==> src/rtl/ram_port_arbiter.sv <==
// Round-robin arbiter sharing one single-port 256x8 synchronous RAM between NUM_REQ requesters.
// Commands are registered onto the RAM port; a 2-stage owner pipeline routes each response back.
module ram_port_arbiter #(
  parameter int NUM_REQ = 4,
  parameter int ID_W    = $clog2(NUM_REQ)
) (
  input  logic                 clk,
  input  logic                 rst,
  input  logic                 en,
  input  logic [NUM_REQ-1:0]   req_valid,
  input  logic [NUM_REQ-1:0]   req_we,
  input  logic [NUM_REQ*8-1:0] req_addr,
  input  logic [NUM_REQ*8-1:0] req_wdata,
  output logic [NUM_REQ-1:0]   req_ready,
  output logic [NUM_REQ-1:0]   rsp_valid,
  output logic [7:0]           rsp_data,
  output logic [NUM_REQ-1:0]   wr_ack,
  output logic                 ram_we,
  output logic                 ram_re,
  output logic [7:0]           ram_addr,
  output logic [7:0]           ram_wdata,
  input  logic [7:0]           ram_data_out,
  input  logic                 ram_valid_out,
  output logic                 busy
);

  logic [ID_W-1:0] last_grant_q, last_grant_d;
  logic            ram_we_q, ram_we_d;
  logic            ram_re_q, ram_re_d;
  logic [7:0]      ram_addr_q, ram_addr_d;
  logic [7:0]      ram_wdata_q, ram_wdata_d;
  logic [ID_W-1:0] s1_id_q, s1_id_d;
  logic            s1_v_q, s1_v_d;
  logic [ID_W-1:0] s2_id_q, s2_id_d;
  logic            s2_rd_q, s2_rd_d;
  logic            s2_wr_q, s2_wr_d;

  logic [ID_W:0]      scan_sum;
  logic [ID_W-1:0]    scan_idx;
  logic               grant_found;
  logic [NUM_REQ-1:0] hs_oh;
  logic               hs;
  logic [ID_W-1:0]    hs_id;
  logic               hs_we;
  logic [7:0]         hs_addr;
  logic [7:0]         hs_wdata;

  // Search starts one past the last granted requester and wraps modulo NUM_REQ.
  always_comb begin
    req_ready   = '0;
    grant_found = 1'b0;
    scan_sum    = '0;
    scan_idx    = '0;
    for (int k = 1; k <= NUM_REQ; k++) begin
      scan_sum = {1'b0, last_grant_q} + (ID_W+1)'(k);
      if (scan_sum >= (ID_W+1)'(NUM_REQ)) begin
        scan_sum = scan_sum - (ID_W+1)'(NUM_REQ);
      end
      scan_idx = scan_sum[ID_W-1:0];
      if (!grant_found && req_valid[scan_idx]) begin
        grant_found         = 1'b1;
        req_ready[scan_idx] = 1'b1;
      end
    end
    if (!en || !rst) begin
      req_ready = '0;
    end
  end

  always_comb begin
    hs_oh    = req_valid & req_ready;
    hs       = |hs_oh;
    hs_id    = '0;
    hs_we    = 1'b0;
    hs_addr  = '0;
    hs_wdata = '0;
    for (int i = 0; i < NUM_REQ; i++) begin
      if (hs_oh[i]) begin
        hs_id    = ID_W'(i);
        hs_we    = req_we[i];
        hs_addr  = req_addr[i*8 +: 8];
        hs_wdata = req_wdata[i*8 +: 8];
      end
    end
  end

  always_comb begin
    last_grant_d = hs ? hs_id : last_grant_q;
    ram_we_d     = hs & hs_we;
    ram_re_d     = hs & ~hs_we;
    ram_addr_d   = hs ? hs_addr : ram_addr_q;
    ram_wdata_d  = hs ? hs_wdata : ram_wdata_q;
    s1_id_d      = hs ? hs_id : s1_id_q;
    s1_v_d       = hs;
    s2_id_d      = s1_id_q;
    s2_rd_d      = s1_v_q & ram_re_q;
    s2_wr_d      = s1_v_q & ram_we_q;
  end

  always_ff @(posedge clk or negedge rst) begin
    if (!rst) begin
      last_grant_q <= ID_W'(NUM_REQ-1);
      ram_we_q     <= 1'b0;
      ram_re_q     <= 1'b0;
      ram_addr_q   <= '0;
      ram_wdata_q  <= '0;
      s1_id_q      <= '0;
      s1_v_q       <= 1'b0;
      s2_id_q      <= '0;
      s2_rd_q      <= 1'b0;
      s2_wr_q      <= 1'b0;
    end else begin
      last_grant_q <= last_grant_d;
      ram_we_q     <= ram_we_d;
      ram_re_q     <= ram_re_d;
      ram_addr_q   <= ram_addr_d;
      ram_wdata_q  <= ram_wdata_d;
      s1_id_q      <= s1_id_d;
      s1_v_q       <= s1_v_d;
      s2_id_q      <= s2_id_d;
      s2_rd_q      <= s2_rd_d;
      s2_wr_q      <= s2_wr_d;
    end
  end

  // A RAM valid with no read in stage 2 is ignored.
  always_comb begin
    rsp_valid = '0;
    wr_ack    = '0;
    for (int i = 0; i < NUM_REQ; i++) begin
      rsp_valid[i] = ram_valid_out & s2_rd_q & (s2_id_q == ID_W'(i));
      wr_ack[i]    = s2_wr_q & (s2_id_q == ID_W'(i));
    end
  end

  assign rsp_data  = ram_data_out;
  assign ram_we    = ram_we_q;
  assign ram_re    = ram_re_q;
  assign ram_addr  = ram_addr_q;
  assign ram_wdata = ram_wdata_q;
  assign busy      = s1_v_q | s2_rd_q | s2_wr_q;

endmodule

==> config.mk <==
export PLATFORM = sky130hd
export DESIGN_NAME = ram_port_arbiter
export DESIGN_NICKNAME = d
export VERILOG_FILES = /design/src/rtl/ram_port_arbiter.sv
export SDC_FILE = /design/constraint.sdc
export NUM_CORES = 1
export LEC_CHECK = 0
export CAP_MARGIN = 20
export CORE_MARGIN = 3
export CORE_UTILIZATION = 35
export DETAILED_ROUTE_END_ITERATION = 7
export PLACE_DENSITY = 0.83
export SYNTH_ARGS = -nofsm -noshare
export SYNTH_HDL_FRONTEND = slang
export SYNTH_SLANG_ARGS = --single-unit
==> constraint.sdc <==
create_clock -name clk -period 3.02 [get_ports clk]
set_input_delay 0.302 -clock clk [delete_from_list [all_inputs] [get_ports clk]]
set_output_delay 0.302 -clock clk [all_outputs]
set_load 0.005 [all_outputs]
==> After elaboration in Yosys (flattened, before gate mapping) <==
Index checks and enable logic that the tools add are counted.
{ "totals": {"register_bits": 27, "latch_bits": 0, "ram_bits": 0, "romBits": 0, "in_bits": 84, "output_inout_bits": 39, "word_cells": 111, "memories": 0} }
{ "classes": {"add_sub_neg": 8, "mul": 0, "div_mod_pow": 0, "magnitude_cmp": 12, "eq_ne": 3, "shift": 0, "n_mux": 43, "bitwise": 20, "n_reduce_logical": 15} }
{ "op_table": {"columns": ["cell", "count"], "rows": [
  ["2-to-1 mux 8 bit", 8],
  ["2-to-1 mux 4 bit", 5],
  ["2-to-1 mux 1 bit", 16],
  ["bitwise AND 1 bit", 13],
  ["greater-or-equal comparator 3 bit, second input constant", 4],
  ["< comparator 2 x 3 -> 1 bit, second input constant", 4],
  ["2-to-1 mux 2 bit", 6],
  ["OR 4 bit", 3],
  ["binary-select mux 1 bit (select 2 bit)", 4],
  ["demux 1 bit (select 2 bit)", 4],
  ["greater-or-equal comparator 2 x 1 -> 1 bit, second input constant", 4],
  ["subtractor 2 x 1 -> 2 bit, second input constant", 4],
  ["logical AND 1 bit", 7],
  ["adder 2 x 2 -> 3 bit, second input constant", 2],
  ["logical NOT 1 bit", 5],
  ["bitwise AND 4 bit", 1],
  ["equality test 2 bit, second input constant", 2],
  ["OR reduction 4 bit", 1],
  ["adder 2 x 1 -> 3 bit, second input constant", 1],
  ["adder 2 x 3 -> 3 bit, second input constant", 1],
  ["equality test 2 x 1 -> 1 bit, second input constant", 1],
  ["logical NOT 2 bit", 1],
  ["OR 1 bit", 2],
  ["logical OR 1 bit", 1],
  ["inverter 1 bit", 1]
]} }

==> Depth between registers and ports, before layout <==
Gate-level depths: netlist of run 1.
{ "depth": {"depth_word": 23, "mapped_depth": 13, "ltp_nobuf": 9} }

==> Worst setup path before layout of run 1 <==
Ideal clock, no wire load.
{ "synth_path": {"path_kind": "reg2reg", "startpoint": "reg last_grant_q[0]", "endpoint": "reg ram_addr_q[0] (netlist: ram_addr[0])", "setup_time_ns": 0.131, "arrival_time_ns": 3.189, "required_ns": 2.889, "slack_ns": -0.300, "stages_incl_launch_ff": 13, "path_buffers": 3, "period_less_slack_ns": 3.320, "cell_sequence": "dfstp_2 buf_6 inv_1 ha_1 mux4_2 or2_1 buf_2 nor4_2 nor2_2 nor3b_2 buf_4 a221oi_2 a31oi_1"} }
{ "synth_via": {"elab_chain_cells": 21, "elab_cells_between_ends": 67, "cone_classes": "add/sub: 8; order compare: 12; mux: 32; bitwise: 4; reduce/logical: 11"} }
{ "synth_rtl": {"columns": ["element", "line", "text"], "rows": [
  ["start: declaration", "27", "logic [ID_W-1:0] last_grant_q, last_grant_d;"],
  ["start signal: assignment", "102", "last_grant_q <= ID_W'(NUM_REQ-1);"],
  ["start signal: assignment", "113", "last_grant_q <= last_grant_d;"],
  ["parallel branches: the longest is 14 deep, another holds adder 2 x 1 -> 3 bit", null, null],
  ["2-to-1 mux 4 bit (*)", "60", "if (!grant_found && req_valid[scan_idx]) begin"],
  ["2-to-1 mux 4 bit (*)", "65", "if (!en || !rst) begin"],
  ["bitwise AND 4 bit (*)", "71", "hs_oh = req_valid & req_ready;"],
  ["2-to-1 mux 8 bit (4 in a row)", "78", "if (hs_oh[i]) begin"],
  ["end signal: assignment", "116", "ram_addr_q <= ram_addr_d;"],
  ["end: declaration", "30", "logic [7:0] ram_addr_q, ram_addr_d;"]
]} }
Mark *: on every way between the ends. The select of a mux whose other input is x is not followed.
A chain may end at the register's enable or synchronous reset.

==> Final worst setup path of run 1 <==
{ "layout_path": {"startpoint": "reg last_grant_q[0]", "endpoint": "reg ram_wdata_q[5] (netlist: ram_wdata[5])"} }
{ "layout_via": {"elab_chain_cells": 21, "elab_cells_between_ends": 67, "cone_classes": "add/sub: 8; order compare: 12; mux: 32; bitwise: 4; reduce/logical: 11"} }
{ "layout_rtl": {"columns": ["element", "line", "text"], "rows": [
  ["parallel branches: the longest is 14 deep, another holds adder 2 x 1 -> 3 bit", null, null],
  ["2-to-1 mux 4 bit (*)", "60", null],
  ["2-to-1 mux 4 bit (*)", "65", null],
  ["bitwise AND 4 bit (*)", "71", null],
  ["2-to-1 mux 8 bit (4 in a row)", "78", null],
  ["end signal: assignment", "117", "ram_wdata_q <= ram_wdata_d;"],
  ["end: declaration", "31", "logic [7:0] ram_wdata_q, ram_wdata_d;"]
]} }
Marked as above.

==> results of run 1 <==
## metrics by stage
step,total power (W),instance area (sq um),hold slack (ns),cells,setup TNS [ns]
after detailed placement,0.002349,3361,0.3618,408,-0.5649
after global placement,0.002303,3361,0.3593,408,0
after CTS,0.003057,3770,0.3948,430,-1.057
final,0.003206,3909,0.3967,437,-2.534
after global routing,0.003385,3909,0.4120,437,-4.790
after floorplan,0.001615,2123,0.006409,225,-3.488
## registers in the layout, summed over array words and instances (netlist names)
| register | cells |
|---|---|
| ram_wdata | 8 |
| ram_re | 1 |
| s1_v_q | 1 |
| ram_we | 1 |
| s2_id_q | 2 |
| s1_id_q | 2 |
| s2_wr_q | 1 |
| ram_addr | 8 |
| last_grant_q | 2 |
| s2_rd_q | 1 |
## layout make-up
cell class / instances / area (sq um) / area share [%]
Inverter: 8 / 30.03 / 0.7682
Clock buffer: 3 / 41.29 / 1.056
Clock inverter: 1 / 7.507 / 0.1921
Timing Repair Buffer: 157 / 1640 / 41.97
Sequential cell: 27 / 678.2 / 17.35
Tap cell: 72 / 90.09 / 2.305
Multi-Input combinational cell: 169 / 1421 / 36.36
## power by group through the flow
stage	Sequential (W)	Clock, W	Combinational (W)
3_5_place_dp	0.000658	0	0.00169
2_1_floorplan	0.000664	0	0.000951
3_3_place_gp	0.000643	0	0.00166
4_1_cts	0.000656	0.000218	0.00218
6_report	0.000667	0.000217	0.00232
5_1_grt	0.000683	0.000234	0.00247
## kinds of logic (layout without fill, tap and decap cells)
kind of cell	after synthesis	count (layout)	share of synthesized area (%)
mux	8	8	6.310
buf+inv	29	169	8.869
simple gates	93	93	23.45
flops	27	27	32.26
fa+ha+maj	8	8	4.762
compound gates	60	60	24.35
## repair_timing
item,4_1_cts,5_1_grt
pin swaps,7,7
resized for setup,35,21
gates cloned,5,1
setup endpoints to repair,20,27
buffers inserted,14,8
## critical path, cell delays in order, from the launching register on
cell and delay, ns:
dfstp_2 0.56, inv_2 0.05, ha_4 0.27, mux4_2 0.51, or2_4 0.27, buf_12 0.13, a211oi_4 0.24, buf_4 0.16
o211a_4 0.19, buf_4 0.13, buf_12 0.14, nor3_4 0.06, buf_12 0.15, nand2_1 0.11, a31oi_2 0.10
## per-layer routing
| metal | wire, microns | GRT usage, % | up-vias |
|---|---|---|---|
| met4 | 325 | 7.749 | 0 |
| met1 | 3236 | 26.05 | 1193 |
| met2 | 4582 | 38.34 | 131 |
| met3 | 486 | 2.468 | 29 |
| li1 | - | - | 1112 |
| met5 | 0 | 0 | - |
## final timing paths
path                                             start                          end  slack, ns
min in group asynchronous                          rst     ram_wdata[7]$_DFFE_PN0P_       0.42
min                             s1_id_q[1]$_DFFE_PN0P_         s2_id_q[1]$_DFF_PN0_       0.40
max                        last_grant_q[0]$_DFFE_PN1P_     ram_wdata[5]$_DFFE_PN0P_      -0.17
max in group asynchronous                          rst  last_grant_q[1]$_DFFE_PN1P_       2.28
max reg2reg                last_grant_q[0]$_DFFE_PN1P_     ram_wdata[5]$_DFFE_PN0P_      -0.17
min reg2reg                     s1_id_q[1]$_DFFE_PN0P_         s2_id_q[1]$_DFF_PN0_       0.40
## Yosys cell counts, drive strengths merged
cell / n / area [sq um]
a2111oi: 1 / 10.01
a211o: 1 / 8.760
a211oi: 2 / 20.02
a21o: 3 / 22.52
a21oi: 9 / 56.31
a221oi: 17 / 199.0
a31oi: 17 / 118.9
and2: 5 / 31.28
and3: 17 / 106.4
and4: 1 / 8.760
buf: 19 / 145.1
clkbuf: 2 / 11.26
dfrtp: 25 / 625.6
dfstp: 2 / 52.55
ha: 8 / 100.1
inv: 8 / 30.03
mux2: 2 / 22.52
mux2i: 2 / 20.02
mux4: 4 / 90.09
nand2: 28 / 105.1
nand3: 2 / 10.01
nand3b: 1 / 7.510
nand4bb: 1 / 11.26
nor2: 23 / 88.84
nor2b: 1 / 6.260
nor3: 2 / 21.27
nor3b: 6 / 50.05
nor4: 1 / 12.51
o211a: 1 / 17.52
o211ai: 1 / 12.51
o21ai: 5 / 25.02
o21bai: 2 / 15.01
o22ai: 1 / 6.260
or2: 2 / 12.52
or3: 2 / 12.51
or3b: 1 / 8.760
==> results.py, run 1 <==
metrics = {
    "status": {
        "outcome": "finished with violations",
        "violations": "negative setup slack",
    },
    "critical_path": {
        "path_class": "flip-flop to flip-flop",
        "cp.required_ns": 3.18,
        "critPathMaxFanout": 16,
        "cp-start-kind": "flip-flop",
        "critPathArrivalTime_ns": 3.35,
        "reg2reg_depth": 14,
        "end_kind": "flip-flop",
    },
    "floorplanning": {
        "die_y_microns": 83.50,
        "die_area_sq_um": 6971,
        "core_sq_um": 5642,
        "io_pins": 123,
        "row_count": 27,
        "chipWidth_microns": 83.50,
        "start_util_pct": 37.26,
    },
    "clock_network": {
        "cts_made_buffers": 3,
        "root_buffer": "clkbuf_8",
        "clk_pin_slew_worst_paths_ns": 0.10,
        "cts_tree": "built",
        "htree_levels": 1,
        "clkSinkCount": 27,
        "clock_path_buffers": 2,
        "insertion_delay_ns": 0.28,
        "ctsHoldBuffers": 0,
    },
    "placement": {
        "pre_cts_slack_ns": -0.1045,
        "port_buffers": 106,
        "gp_congestion": 0.8975,
        "hpwl_microns": 5188,
    },
    "cells_and_area": {
        "drive_gt1_share_pct": 29.86,
        "fill_cells": 376,
        "nNetsFinal": 458,
        "layout_common_cells": "clkdlybuf4s50_1 (102), buf_4 (32), nand2_1 (27)",
        "area_growth_pct": 85.95,
        "final_core_util_pct": 69.28,
        "mostFrequentLayoutCell": "clkdlybuf4s50_1",
        "insertedDiodeCount": 0,
    },
    "global_route": {
        "grt_start_max_net_pins": 29,
        "grt_pass1_vias": 2392,
        "overflow": 0,
        "grt_pass1_wl_microns": 12220,
        "antenna_found_initial": 0,
        "track_usage_pct": 21.28,
    },
    "drt": {
        "vias": 2465,
        "drc": 0,
        "drt-total-wl_microns": 8631,
        "vias_per_cell": 5.641,
        "postRouteAntennaNets": 0,
        "wl_per_cell_microns": 19.75,
        "drtPass1Iterations": 4,
        "drt-initial-drc-count": 122,
    },
    "power_and_ir_drop": {
        "p_clk_share_pct": 6.8,
        "p_int_w": 0.001931,
        "vdd_drop_max_v": 0.0005380,
        "p_sw_w": 0.001275,
        "leakage_nw": 1.597,
        "p_seq_share_pct": 20.8,
        "comb_power_share_pct": 72.4,
        "swShare_pct": 39.76,
        "power_density_nw_per_um2": 820.2,
    },
    "yosys": {
        "synth_seq_cells": 27,
        "synth_area_sq_um": 2102,
        "synth_seq_area_share_pct": 32.26,
        "avgSynthCellArea_sq_um": 9.342,
        "syn_nets": 317,
        "yosys_warnings": 0,
        "yosysUniqueCellTypes": 48,
        "synthCells": 225,
    },
    "timing": {
        "max_freq_ghz": 0.3133,
        "final.setup_skew_ns": 0.001491,
        "slew_headroom_pct": 74.05,
        "finalCriticalPeriod_ns": 3.191,
        "layout_setup_ws_ns": -0.1714,
        "rsz0062_at_grt": "yes",
        "drv_slew": 0,
        "finalSetupViolCount": 21,
        "worst_pin_slew_ns": 0.3888,
        "fin_crit_sh_pct": 105.7,
        "finalHoldViolCount": 0,
    },
    "job": {
        "maxCapViolCount": 0,
    },
    "worst_hold_path": {
        "hp-class": "flip-flop to flip-flop",
        "min_path_cells": 0,
    },
}
Power figures use the tool's default switching activity.
==> run 2: changes to the inputs <==
--- a/config.mk
+++ b/config.mk
@@ -13,3 +13,4 @@
 export SYNTH_ARGS = -nofsm -noshare
 export SYNTH_HDL_FRONTEND = slang
 export SYNTH_SLANG_ARGS = --single-unit
+export TNS_END_PERCENT = 1
==> run 2 against run 1 <==
Against the previous run:
- the flow now finishes without violations
- via count decreased by 9.4%
- final cell count is 4.1% lower
- clock skew up 0.0093 ns
- die area is the same
- sequential power down 3%
- setup slack better by 0.19 ns
- fmax increased by 6.3%
==> results.py, run 2 (same netlist as run 1, synthesis figures left out) <==
metrics = {
    "critical_path": {
        "rrSetupSlack_ns": 0.02,
        "cpMostUsedCell": "buf_6",
        "r2r_start": "last_grant_q[0]$_DFFE_PN1P_",
        "cp.required_ns": 3.21,
        "cp-start-kind": "flip-flop",
        "slowest_delay_ns": 0.56,
        "r2r_end": "ram_wdata[3]$_DFFE_PN0P_",
        "critPathArrivalTime_ns": 3.19,
        "path_cells": "inv_2, ha_4, mux4_2, or2_4, a211o_1, buf_6, a21oi_4, buf_6, nand4bb_4, buf_12, nor2_1, a31oi_1",
        "reg2reg_depth": 12,
        "path_class": "flip-flop to flip-flop",
        "critPathSlowestCell": "dfstp_2",
        "critPathMaxFanout": 22,
        "end_kind": "flip-flop",
    },
    "drt": {
        "drt-initial-drc-count": 82,
        "vias_per_cell": 5.332,
        "postRouteAntennaNets": 0,
        "drt-total-wl_microns": 7114,
        "drc": 0,
        "wl_per_cell_microns": 16.98,
        "drtPass1Iterations": 4,
        "vias": 2234,
    },
    "clock_network": {
        "cts_tree": "built",
        "clk_pin_slew_worst_paths_ns": 0.10,
        "cts_made_buffers": 3,
        "insertion_delay_ns": 0.27,
        "ctsHoldBuffers": 0,
        "root_buffer": "clkbuf_8",
        "clkSinkCount": 27,
        "clock_path_buffers": 2,
        "htree_levels": 1,
    },
    "power_and_ir_drop": {
        "leakage_nw": 1.461,
        "power_density_nw_per_um2": 755.9,
        "vdd_drop_max_v": 0.0003952,
    },
    "floorplanning": {
        "start_util_pct": 37.26,
        "chipWidth_microns": 83.50,
        "core_sq_um": 5642,
        "die_area_sq_um": 6971,
        "die_y_microns": 83.50,
        "io_pins": 123,
        "row_count": 27,
    },
    "global_route": {
        "grt_pass1_vias": 2323,
        "track_usage_pct": 20.34,
        "grt_pass1_wl_microns": 11740,
        "antenna_found_initial": 0,
        "overflow": 0,
        "grt_start_max_net_pins": 29,
    },
    "worst_hold_path": {
        "hold_end": "s2_id_q[0]$_DFF_PN0_",
        "worstHoldStart": "s1_id_q[0]$_DFFE_PN0P_",
        "min_path_cells": 0,
        "hp-class": "flip-flop to flip-flop",
    },
    "timing": {
        "rsz0062_at_grt": "yes",
        "fin_crit_sh_pct": 99.38,
        "finalCriticalPeriod_ns": 3.001,
        "worst_pin_slew_ns": 0.3778,
        "finalSetupViolCount": 0,
        "max_freq_ghz": 0.3332,
        "drv_slew": 0,
        "finalHoldViolCount": 0,
        "slew_headroom_pct": 74.81,
        "layout_setup_ws_ns": 0.01865,
        "final.setup_skew_ns": 0.01077,
    },
    "placement": {
        "pre_cts_slack_ns": -0.04797,
        "gp_congestion": 0.9381,
        "hpwl_microns": 5453,
        "dp_cells": 412,
        "port_buffers": 106,
    },
    "cells_and_area": {
        "nNetsFinal": 439,
        "fin_cells": 419,
        "area_growth_pct": 69.88,
        "drive_gt1_share_pct": 23.70,
        "layout_common_cells": "clkdlybuf4s50_1 (102), nand2_1 (28), dfrtp_1 (25)",
        "mostFrequentLayoutCell": "clkdlybuf4s50_1",
        "fill_cells": 439,
    },
    "job": {
        "maxCapViolCount": 0,
    },
    "status": {
        "outcome": "complete, no violations",
    },
}
run 2: metrics by stage:
stage	area [sq um]	util, %	total power (W)	hold slack (ns)	setup TNS (ns)
after floorplan	2115	-	0.001605	0.006409	-3.435
after global routing	3568	63.25	0.002920	0.4111	-1.837
after detailed placement	3347	59.33	0.002294	0.3666	-0.1996
after global placement	3347	59.33	0.002235	0.3597	0
after CTS	3522	62.43	0.002641	0.3913	-0.4901
final	3571	63.30	0.002699	0.3918	0
run 2: timing repair:
| item | CTS | global route |
|---|---|---|
| endpoints found under the hold margin | 0 | 0 |
| endpoints found under the setup margin | 20 | 26 |
| buffers inserted | 2 | 0 |
| gates cloned | 0 | 0 |
| resized for setup | 26 | 13 |
| pin swaps | 3 | 4 |
run 2: routing by layer:
layer	global-route usage, %	vias to the layer above	routed length [microns]
met2	36.44	75	3660
met3	3.554	11	408
met1	25.32	1080	2949
met5	0	-	0
li1	-	1068	-
met4	4.971	0	96
run 2: power by group:
group | internal (W) | switching, W
registers | 0.000540 | 0.000111
logic | 0.000980 | 0.000859
clock network | 0.0000936 | 0.000117
total | 0.00161 | 0.00109
run 2: worst max-delay path: cells and delay by family (launching register included):
family	cells	cell delay, ns
adder cells (fa/ha/maj)	1	0.26
buffers and inverters	4	0.50
flip-flops	1	0.56
AND/OR/NAND/NOR	3	0.49
AO/OA/AOI/OAI	3	0.59
multiplexers	1	0.50
run 2: cell type report:
type	count	area (sq um)	share of cell area, %
clock buffers	3	41.29	1.156
well taps	72	90.09	2.523
inverters	8	30.03	0.8409
multi-input cells	169	1370	38.37
clock inverters	1	7.507	0.2102
repair buffers	138	1351	37.84
diodes	1	2.502	0.07008
flip-flops and latches	27	678.2	18.99
run 2: worst max path at each step:
| stage | startpoint | endpoint | slack, ns | depth (start not counted) |
|---|---|---|---|---|
| finish | last_grant_q[0]$_DFFE_PN1P_ | ram_wdata[3]$_DFFE_PN0P_ | 0.02 | 12 |
| global route | last_grant_q[0]$_DFFE_PN1P_ | ram_addr[6]$_DFFE_PN0P_ | -0.13 | 11 |
| CTS | last_grant_q[0]$_DFFE_PN1P_ | req_ready[0] | -0.10 | 8 |
| detailed placement | req_valid[1] | ram_wdata[3]$_DFFE_PN0P_ | -0.05 | 9 |
| global placement | last_grant_q[1]$_DFFE_PN1P_ | req_ready[1] | 0.01 | 7 |
| floorplan | last_grant_q[0]$_DFFE_PN1P_ | ram_addr[0]$_DFFE_PN0P_ | -0.22 | 12 |
